### src/rtl/prio_pkg.sv
// rtl/prio_pkg.sv - shared types and constants for the tagged-priority merge
package prio_pkg;

    // Number of words currently held in the main/skid output pair
    typedef enum logic [1:0] {
        EMPTY = 2'd0,
        ONE   = 2'd1,
        TWO   = 2'd2
    } slot_state_t;

    localparam logic TAG_HP = 1'b1;
    localparam logic TAG_NP = 1'b0;

    // Bit index of the priority tag inside a dw-bit output word
    function automatic int prio_tag(input int dw);
        return dw - 1;
    endfunction

endpackage

### src/rtl/prio_arbiter.sv
// rtl/prio_arbiter.sv - strict HP preference with bounded NP starvation
module prio_arbiter
    import prio_pkg::*;
#(
    parameter int MAX_BURST = 4
) (
    input  logic clk,
    input  logic rst,
    input  logic hp_vld,
    input  logic np_vld,
    input  logic space,
    input  logic accept,
    output logic grant_hp,
    output logic grant_np
);

    localparam int CW = $clog2(MAX_BURST + 1);
    localparam logic [CW-1:0] BURST_MAX = CW'(MAX_BURST);

    generate
        if (MAX_BURST < 1) begin : g_bad_burst
            $error("prio_arbiter: MAX_BURST must be at least 1");
        end
    endgenerate

    logic [CW-1:0] burst_cnt;
    logic          acc_q;

    // An accept only happens with space available; qualifying keeps the count frozen when full
    assign acc_q = accept & space;

    // HP wins unless NP is waiting and HP has already used its burst allowance
    always_comb begin
        grant_hp = hp_vld & (~np_vld | (burst_cnt < BURST_MAX));
        grant_np = np_vld & ~grant_hp;
    end

    // Count consecutive HP wins that made NP wait; any NP win or uncontested HP win clears it
    always_ff @(posedge clk or negedge rst) begin
        if (!rst) begin
            burst_cnt <= '0;
        end else if (acc_q) begin
            if (grant_hp && np_vld) begin
                if (burst_cnt < BURST_MAX) begin
                    burst_cnt <= burst_cnt + 1'b1;
                end
            end else begin
                burst_cnt <= '0;
            end
        end
    end

endmodule

### src/rtl/prio_tag_merge.sv
// rtl/prio_tag_merge.sv - merges HP/NP sources into one tagged stream with 2-entry output buffer
module prio_tag_merge
    import prio_pkg::*;
#(
    parameter int DW        = 33,
    parameter int MAX_BURST = 4
) (
    input  logic          clk,
    input  logic          rst,
    input  logic [DW-2:0] hp_data_i,
    input  logic          hp_vld_i,
    output logic          hp_rdy_o,
    input  logic [DW-2:0] np_data_i,
    input  logic          np_vld_i,
    output logic          np_rdy_o,
    output logic [DW-1:0] data_out,
    output logic          vld_o,
    input  logic          rdy_i
);

    localparam int TAG = prio_tag(DW);

    slot_state_t   state;
    logic [DW-1:0] main_q;
    logic [DW-1:0] skid_q;
    logic [DW-1:0] word;
    logic          space;
    logic          grant_hp;
    logic          grant_np;
    logic          accept;
    logic          take;

    // Space depends only on held state (and reset), so downstream ready never reaches the input readies
    assign space    = rst & (state != TWO);
    assign hp_rdy_o = space & grant_hp;
    assign np_rdy_o = space & grant_np;
    assign accept   = (hp_vld_i & hp_rdy_o) | (np_vld_i & np_rdy_o);
    assign vld_o    = (state != EMPTY);
    assign take     = vld_o & rdy_i;
    assign data_out = main_q;

    prio_arbiter #(
        .MAX_BURST(MAX_BURST)
    ) u_arb (
        .clk      (clk),
        .rst      (rst),
        .hp_vld   (hp_vld_i),
        .np_vld   (np_vld_i),
        .space    (space),
        .accept   (accept),
        .grant_hp (grant_hp),
        .grant_np (grant_np)
    );

    // Build the tagged word from whichever source holds the grant
    always_comb begin
        word = '0;
        if (grant_hp) begin
            word[TAG]     = TAG_HP;
            word[TAG-1:0] = hp_data_i;
        end else begin
            word[TAG]     = TAG_NP;
            word[TAG-1:0] = np_data_i;
        end
    end

    // Occupancy FSM: main always holds the oldest word, skid the younger one
    always_ff @(posedge clk or negedge rst) begin
        if (!rst) begin
            state  <= EMPTY;
            main_q <= '0;
            skid_q <= '0;
        end else begin
            case (state)
                EMPTY: begin
                    if (accept) begin
                        main_q <= word;
                        state  <= ONE;
                    end
                end
                ONE: begin
                    if (accept && !take) begin
                        skid_q <= word;
                        state  <= TWO;
                    end else if (take && !accept) begin
                        state  <= EMPTY;
                    end else if (accept && take) begin
                        main_q <= word;
                    end
                end
                TWO: begin
                    if (take) begin
                        main_q <= skid_q;
                        state  <= ONE;
                    end
                end
                default: begin
                    state <= EMPTY;
                end
            endcase
        end
    end

endmodule

### config.mk
export PLATFORM = sky130hd
export DESIGN_NAME = prio_tag_merge
export DESIGN_NICKNAME = d
export VERILOG_FILES = /design/src/rtl/prio_pkg.sv /design/src/rtl/prio_arbiter.sv /design/src/rtl/prio_tag_merge.sv
export SDC_FILE = /design/constraint.sdc
export NUM_CORES = 1
export LEC_CHECK = 0
export ABC_AREA = 1
export BUFFER_PORTS_ARGS = -buffer_cell sky130_fd_sc_hd__buf_2
export CORE_ASPECT_RATIO = 1.4
export CORE_MARGIN = 5
export CORE_UTILIZATION = 30
export DETAILED_ROUTE_END_ITERATION = 8
export PLACE_DENSITY = 0.55
export SLEW_MARGIN = 40
export SYNTH_ARGS = -nofsm -noshare
export SYNTH_HDL_FRONTEND = slang
export SYNTH_SLANG_ARGS = --single-unit
### constraint.sdc
create_clock -name clk -period 2.02 [get_ports clk]
set_input_delay 0.202 -clock clk [delete_from_list [all_inputs] [get_ports clk]]
set_output_delay 0.202 -clock clk [all_outputs]
set_load 0.02 [all_outputs]
# ---- Word-level counts from Yosys, hierarchy flattened
# Index checks and enable logic that the tools add are counted.
dict set report word_totals {
  ff_bits 71
  input_bits 69
}
dict set report op_classes {
  addsub 1
  magnitude_cmp 1
  eq_ne 10
  muxes 14
  n_bitwise 13
  reduce_logical 13
}
# op n
set ops {}
lappend ops {{$mux 33} 6}
lappend ops {{$pmux 33 s3} 1}
lappend ops {{$ne 2x2->1 const B} 7}
lappend ops {{$and 1x1->1} 9}
lappend ops {{$mux 2} 4}
lappend ops {{$mux 3} 2}
lappend ops {{$pmux 2 s3} 1}
lappend ops {{$reduce_and 6->1} 1}
lappend ops {{$logic_and 1x1->1} 4}
lappend ops {{$reduce_and 2->1} 2}
lappend ops {{$add 3x1->3 const B} 1}
lappend ops {{$lt 3x3->1 const B} 1}
lappend ops {{$ne 3x3->1 const B} 1}
lappend ops {{$reduce_and 3->1} 1}
lappend ops {{$reduce_bool 3->1} 1}
lappend ops {{$eq 2x1->1 const B} 1}
lappend ops {{$eq 2x2->1 const B} 1}
lappend ops {{$logic_not 1->1} 2}
lappend ops {{$logic_not 2->1} 1}
lappend ops {{$not 1->1} 2}
lappend ops {{$or 1x1->1} 2}
lappend ops {{$reduce_bool 2->1} 1}

# ---- Longest topological paths before layout
dict set report logic_depth {
  depth_word 13
  mapped_depth 15
}

# ---- Hierarchy
# Synthesis repeated with hierarchy kept, for this count alone.
dict set report unflattened {
  hier_cells 547
  area_unflattened_um2 3792.4
}
# mod n_inst cells_per_inst area_each_um2 seq_area_each_um2
set by_module_without_submodules {}
lappend by_module_without_submodules {prio_tag_merge 1 526 3633.5 1701.6}
lappend by_module_without_submodules {prio_arbiter 1 21 158.9 75.1}

# ---- Least setup slack after synthesis
# No wires, ideal clock.
dict set report synth_path {
  path_type {reg2reg}
  start {register u_arb.burst_cnt[2]}
  end {register main_q[0], in the netlist data_out[0]}
  setup_ns 0.065
  arrival_ns 2.181
  required_ns 1.955
  setup_slack_ns -0.226
  stages_incl_launch_ff 14
  path_buffers 1
  period_less_slack_ns 2.246
  cell_sequence {dfrtp_1 -> nand2_2 -> nand2_4 -> nand3_1 -> inv_1 -> nor2_1 -> inv_1 -> ha_1 -> nor2_1 -> nand3_1 -> nand2_1 -> clkbuf_1 -> nand4_1 -> nand2_1}
}
dict set report synth_between {
  elab_chain_cells 12
  elab_cells_between_ends 25
}
# element line_no
set synth_rtl {}
lappend synth_rtl {{start, declared} prio_arbiter.sv:26} ;# logic [CW-1:0] burst_cnt;
lappend synth_rtl {{start signal, assigned} prio_arbiter.sv:45} ;# burst_cnt <= burst_cnt + 1'b1;
lappend synth_rtl {{$lt 3x3->1 (*)} prio_arbiter.sv:34} ;# grant_hp = hp_vld & (~np_vld | (burst_cnt < BURST_MAX));
lappend synth_rtl {{$or 1x1->1 (*)} prio_arbiter.sv:34}
lappend synth_rtl {{$and 1x1->1 (*)} prio_arbiter.sv:34}
lappend synth_rtl {{$not 1->1 (*)} prio_arbiter.sv:35} ;# grant_np = np_vld & ~grant_hp;
lappend synth_rtl {{$and 1x1->1 (*)} prio_arbiter.sv:35}
lappend synth_rtl {{$and 1x1->1 (*)} prio_tag_merge.sv:36} ;# assign np_rdy_o = space & grant_np;
lappend synth_rtl {{via np_rdy_o} prio_tag_merge.sv:15} ;# output logic np_rdy_o,
lappend synth_rtl {{$and 1x1->1 (*)} prio_tag_merge.sv:37} ;# assign accept = (hp_vld_i & hp_rdy_o) | (np_vld_i & np_rdy_o);
lappend synth_rtl {{$or 1x1->1 (*)} prio_tag_merge.sv:37}
lappend synth_rtl {{$logic_not 1->1} prio_tag_merge.sv:85} ;# end else if (take && !accept) begin
lappend synth_rtl {{$logic_and 1x1->1} prio_tag_merge.sv:85}
lappend synth_rtl {{$ne 2x2->1 (no line)} n/a}
lappend synth_rtl {{$reduce_and 6->1 (no line) (*)} n/a}
lappend synth_rtl {{end signal, assigned} prio_tag_merge.sv:77} ;# main_q <= word;
lappend synth_rtl {{end signal, assigned} prio_tag_merge.sv:88} ;# main_q <= word;
lappend synth_rtl {{end signal, assigned} prio_tag_merge.sv:93} ;# main_q <= skid_q;
lappend synth_rtl {{end, declared} prio_tag_merge.sv:24} ;# logic [DW-1:0] main_q;
# Mark *: on every way through the listed nets, which the timed path passes. The rest lies on a longest branch. The select of a mux whose other input is x is not followed.
# A chain may end at the register's enable or synchronous reset.

# ---- Worst setup path in the final report
dict set report layout_path {
  start {register u_arb.burst_cnt[2]}
  end {register main_q[9], in the netlist data_out[9]}
}
dict set report layout_between {
  elab_chain_cells 12
  elab_cells_between_ends 25
}
# element line_no
set layout_rtl {}
lappend layout_rtl {{$lt 3x3->1 (*)} prio_arbiter.sv:34}
lappend layout_rtl {{$or 1x1->1 (*)} prio_arbiter.sv:34}
lappend layout_rtl {{$and 1x1->1 (*)} prio_arbiter.sv:34}
lappend layout_rtl {{$not 1->1} prio_arbiter.sv:35}
lappend layout_rtl {{$and 1x1->1} prio_arbiter.sv:35}
lappend layout_rtl {{$and 1x1->1} prio_tag_merge.sv:36}
lappend layout_rtl {{$and 1x1->1} prio_tag_merge.sv:37}
lappend layout_rtl {{$or 1x1->1} prio_tag_merge.sv:37}
lappend layout_rtl {{$logic_not 1->1} prio_tag_merge.sv:85}
lappend layout_rtl {{$logic_and 1x1->1} prio_tag_merge.sv:85}
lappend layout_rtl {{$ne 2x2->1 (no line)} n/a}
lappend layout_rtl {{$reduce_and 6->1 (no line)} n/a}
# Every way passes the cells marked *; elsewhere a longest branch is shown, timed or not. The select of a mux whose other input is x is not followed.

==> impl_metrics.env <==
export IMPL_run_status="finished with violations"
export IMPL_failed_checks="hold timing"
export IMPL_fmax_mhz=501
export IMPL_final_max_slew_violation_count=0
export IMPL_crit_slowest_cell="dfrtp_1"
export IMPL_fin_hold_ws_ps=-6.05
export IMPL_final_cells=814
export IMPL_worst_pin_slew_ps=550
export IMPL_slew_headroom_pct=63.3
export IMPL_first_iter_violations=199
export IMPL_period_minus_slack_ps=2000
export IMPL_seq_power_share_pct=33.7
export IMPL_hold_class="in2async"
export IMPL_cpMostUsedCell="nand2_2"
export IMPL_crit_path_start_kind="flop"
export IMPL_groute_usage_overall_pct=16.0
export IMPL_worstPathCellList="nand2_2 -> nand2_4 -> inv_2 -> nand2_2 -> inv_2 -> nor2_4 -> ha_1 -> nor2_4 -> nand3_2 -> nand2_4 -> nand3_4 -> clkbuf_16 -> nand2_2 -> nand2_1"
export IMPL_yosys_warnings=0
export IMPL_worstPathArrival_ps=2210
export IMPL_syn_inst=543
export IMPL_cts_tree="yes"
export IMPL_initial_core_util_pct=30.7
export IMPL_clock_latency_ps=330
export IMPL_power_switching_mw=3.02
export IMPL_syn_mean_instance_area_um2=7.27
export IMPL_synth_seq_cells=71
export IMPL_place_congestion=0.799
export IMPL_grt_pass1_wl_um=20200
export IMPL_drv_cap=0
export IMPL_drt_wl_total_um=12600
export IMPL_routedWlPerCell_um=15.5
export IMPL_total_power_mw=7.45
export IMPL_p_leak_nw=2.94
export IMPL_yosysUniqueCellTypes=18
export IMPL_grt_ovfl_total=0
export IMPL_via_per_inst=4.88
export IMPL_dp_cells=788
export IMPL_clockRootBuffer="clkbuf_16"
export IMPL_rsz0062_at_grt="true"
export IMPL_pwr_share_comb_pct=43.9
export IMPL_grt_start_max_net_pins=60
export IMPL_nFillCells=1331
export IMPL_syn_cell_area_um2=3950
export IMPL_hold_viol=17
export IMPL_dp_hpwl_um=8640
export IMPL_syn_to_final_growth_pct=33.0
export IMPL_nNetsFinal=729
export IMPL_required_ps=2230
export IMPL_port_buffers=104
export IMPL_pwr_share_clk_pct=22.4
export IMPL_cts_buffers=9
export IMPL_max_vdd_ir_drop_uv=437
export IMPL_max_stage_delay_ps=400
export IMPL_cts_max_level=3
export IMPL_fin_crit_sh_pct=98.8
export IMPL_via_count=3973
export IMPL_p_int_mw=4.43
export IMPL_crit_type="reg2reg"
export IMPL_numClockSinks=71
export IMPL_drive_gt1_share_pct=28.4
export IMPL_pin_count=105
export IMPL_cts_reportedPaths_clkPinSlew_ps=60
export IMPL_worstRegToRegCells=14
export IMPL_yosysSeqAreaShare_pct=45.0
export IMPL_antenna_found_initial=0
export IMPL_final_cell_mix="nand2_1 (218), buf_2 (103), dfrtp_1 (71), inv_1 (40), o21ai_0 (38)"
export IMPL_final_common_cell="nand2_1"
export IMPL_rr_endpoint="data_out[9]$_DFFE_PN0P_"
export IMPL_antenna_cells=0
export IMPL_swShare_pct=40.6
export IMPL_setup_violations=0
export IMPL_core_area_um2=12900
export IMPL_r2r_start="u_arb.burst_cnt[2]$_DFFE_PN0P_"
export IMPL_die_h_um=146
export IMPL_grt_pass1_vias=4035
export IMPL_post_route_util_pct=40.8
export IMPL_num_rows=49
export IMPL_end_kind="flop"
export IMPL_syn_num_nets=616
export IMPL_dr_pass1_iters=4
export IMPL_fp_dieW_um=107
export IMPL_rrSetupSlack_ps=20
export IMPL_cp_max_fo=6
export IMPL_power_density_nw_per_um2=1420
export IMPL_drc=0
export IMPL_die_area_um2=15600
export IMPL_max_clock_path_buffers=2
export IMPL_critPathLaunch="u_arb.burst_cnt[2]$_DFFE_PN0P_"
export IMPL_ant_nets=0
export IMPL_fin_skew_ps=5.66
## layer usage
metal	vias to the layer above	GRT usage (%)	part of all wire [%]
met5	-	0	0
met4	0	6.40	1.6
met3	12	2.17	4.3
met2	105	27.6	51
met1	1876	19.9	43
li1	1980	-	-
## final cells by class
type	count	area [µm²]	share of cell area [%]
Clock inverter	4	52.6	1.00
Tap cell	153	191	3.64
Multi-Input combinational cell	391	1940	36.9
Clock buffer	12	267	5.07
Sequential cell	71	1780	33.8
Inverter	46	173	3.29
Timing Repair Buffer	137	857	16.3
## critical path, delay by kind of cell, from the launching register on
family | cells | cell delay (ps)
adders and majority gates | 1 | 230
buffers and inverters | 3 | 380
DFF | 1 | 400
and+or+nand+nor | 10 | 850
## worst max path at each step
stage / endpoint / slack [ps] / cells after the start
after CTS: data_out[20]$_DFFE_PN0P_ / 10 / 14
after global placement: data_out[10]$_DFFE_PN0P_ / 100 / 14
after floorplan: data_out[0]$_DFFE_PN0P_ / 30 / 15
final: data_out[9]$_DFFE_PN0P_ / 20 / 14
after detailed placement: data_out[13]$_DFFE_PN0P_ / 40 / 14
after global routing: data_out[11]$_DFFE_PN0P_ / -70 / 14
## power groups by stage
stage / logic (mW) / registers [mW] / clock network [mW]
6_report: 3.28 / 2.51 / 1.67
5_1_grt: 3.62 / 2.60 / 1.75
4_1_cts: 2.98 / 2.49 / 1.70
3_5_place_dp: 2.97 / 2.50 / 0
3_3_place_gp: 2.90 / 2.49 / 0
2_1_floorplan: 1.50 / 2.85 / 0
## registers in the layout (all words and copies together) (netlist names)
signal,count
data_out,33
skid_q,33
state,2
u_arb.burst_cnt,3
## through the flow
step | setup slack [ps] | setup TNS, ps | instance area (µm²)
floorplan | 31.3 | 0 | 3970
global placement | 103 | 0 | 4740
detailed placement | 37.1 | 0 | 4740
CTS | 14.4 | 0 | 5070
global route | -69.7 | -1460 | 5250
finish | 23.9 | 0 | 5250
## repair_timing
item / in CTS / in global routing
hold endpoints to repair: 12 / 0
hold buffers: 1 / 0
setup buffers: 0 / 6
gates resized for setup: 0 / 25
setup endpoints to repair: 0 / 36
## synthesized netlist by cell type
cell type	instances	area share [%]
nand3b_1	32	6.1
nor2_1	5	0.48
buf_2	16	2.0
buf_4	1	0.19
dfrtp_1	71	45
a21oi_1	2	0.25
ha_1	4	1.3
nand3_4	2	0.89
nand2_4	1	0.29
inv_2	3	0.29
clkbuf_1	16	1.5
nand4_1	33	5.2
nand2_1	234	22
buf_1	2	0.19
nand3_1	36	4.6
nand2_2	4	0.63
o21ai_0	38	4.8
inv_1	43	4.1
## cells by family (layout without fill, tap and decap cells)
logic type,Yosys count,count (layout),share of synthesized area (%)
DFF,71,71,45.0
AOI/OAI and AO/OA,40,40,5.07
adders and majority gates,4,4,1.27
buffers and inverters,81,199,8.30
and+or+nand+nor,347,347,40.4
No activity file was read; power rests on OpenSTA's default activity.
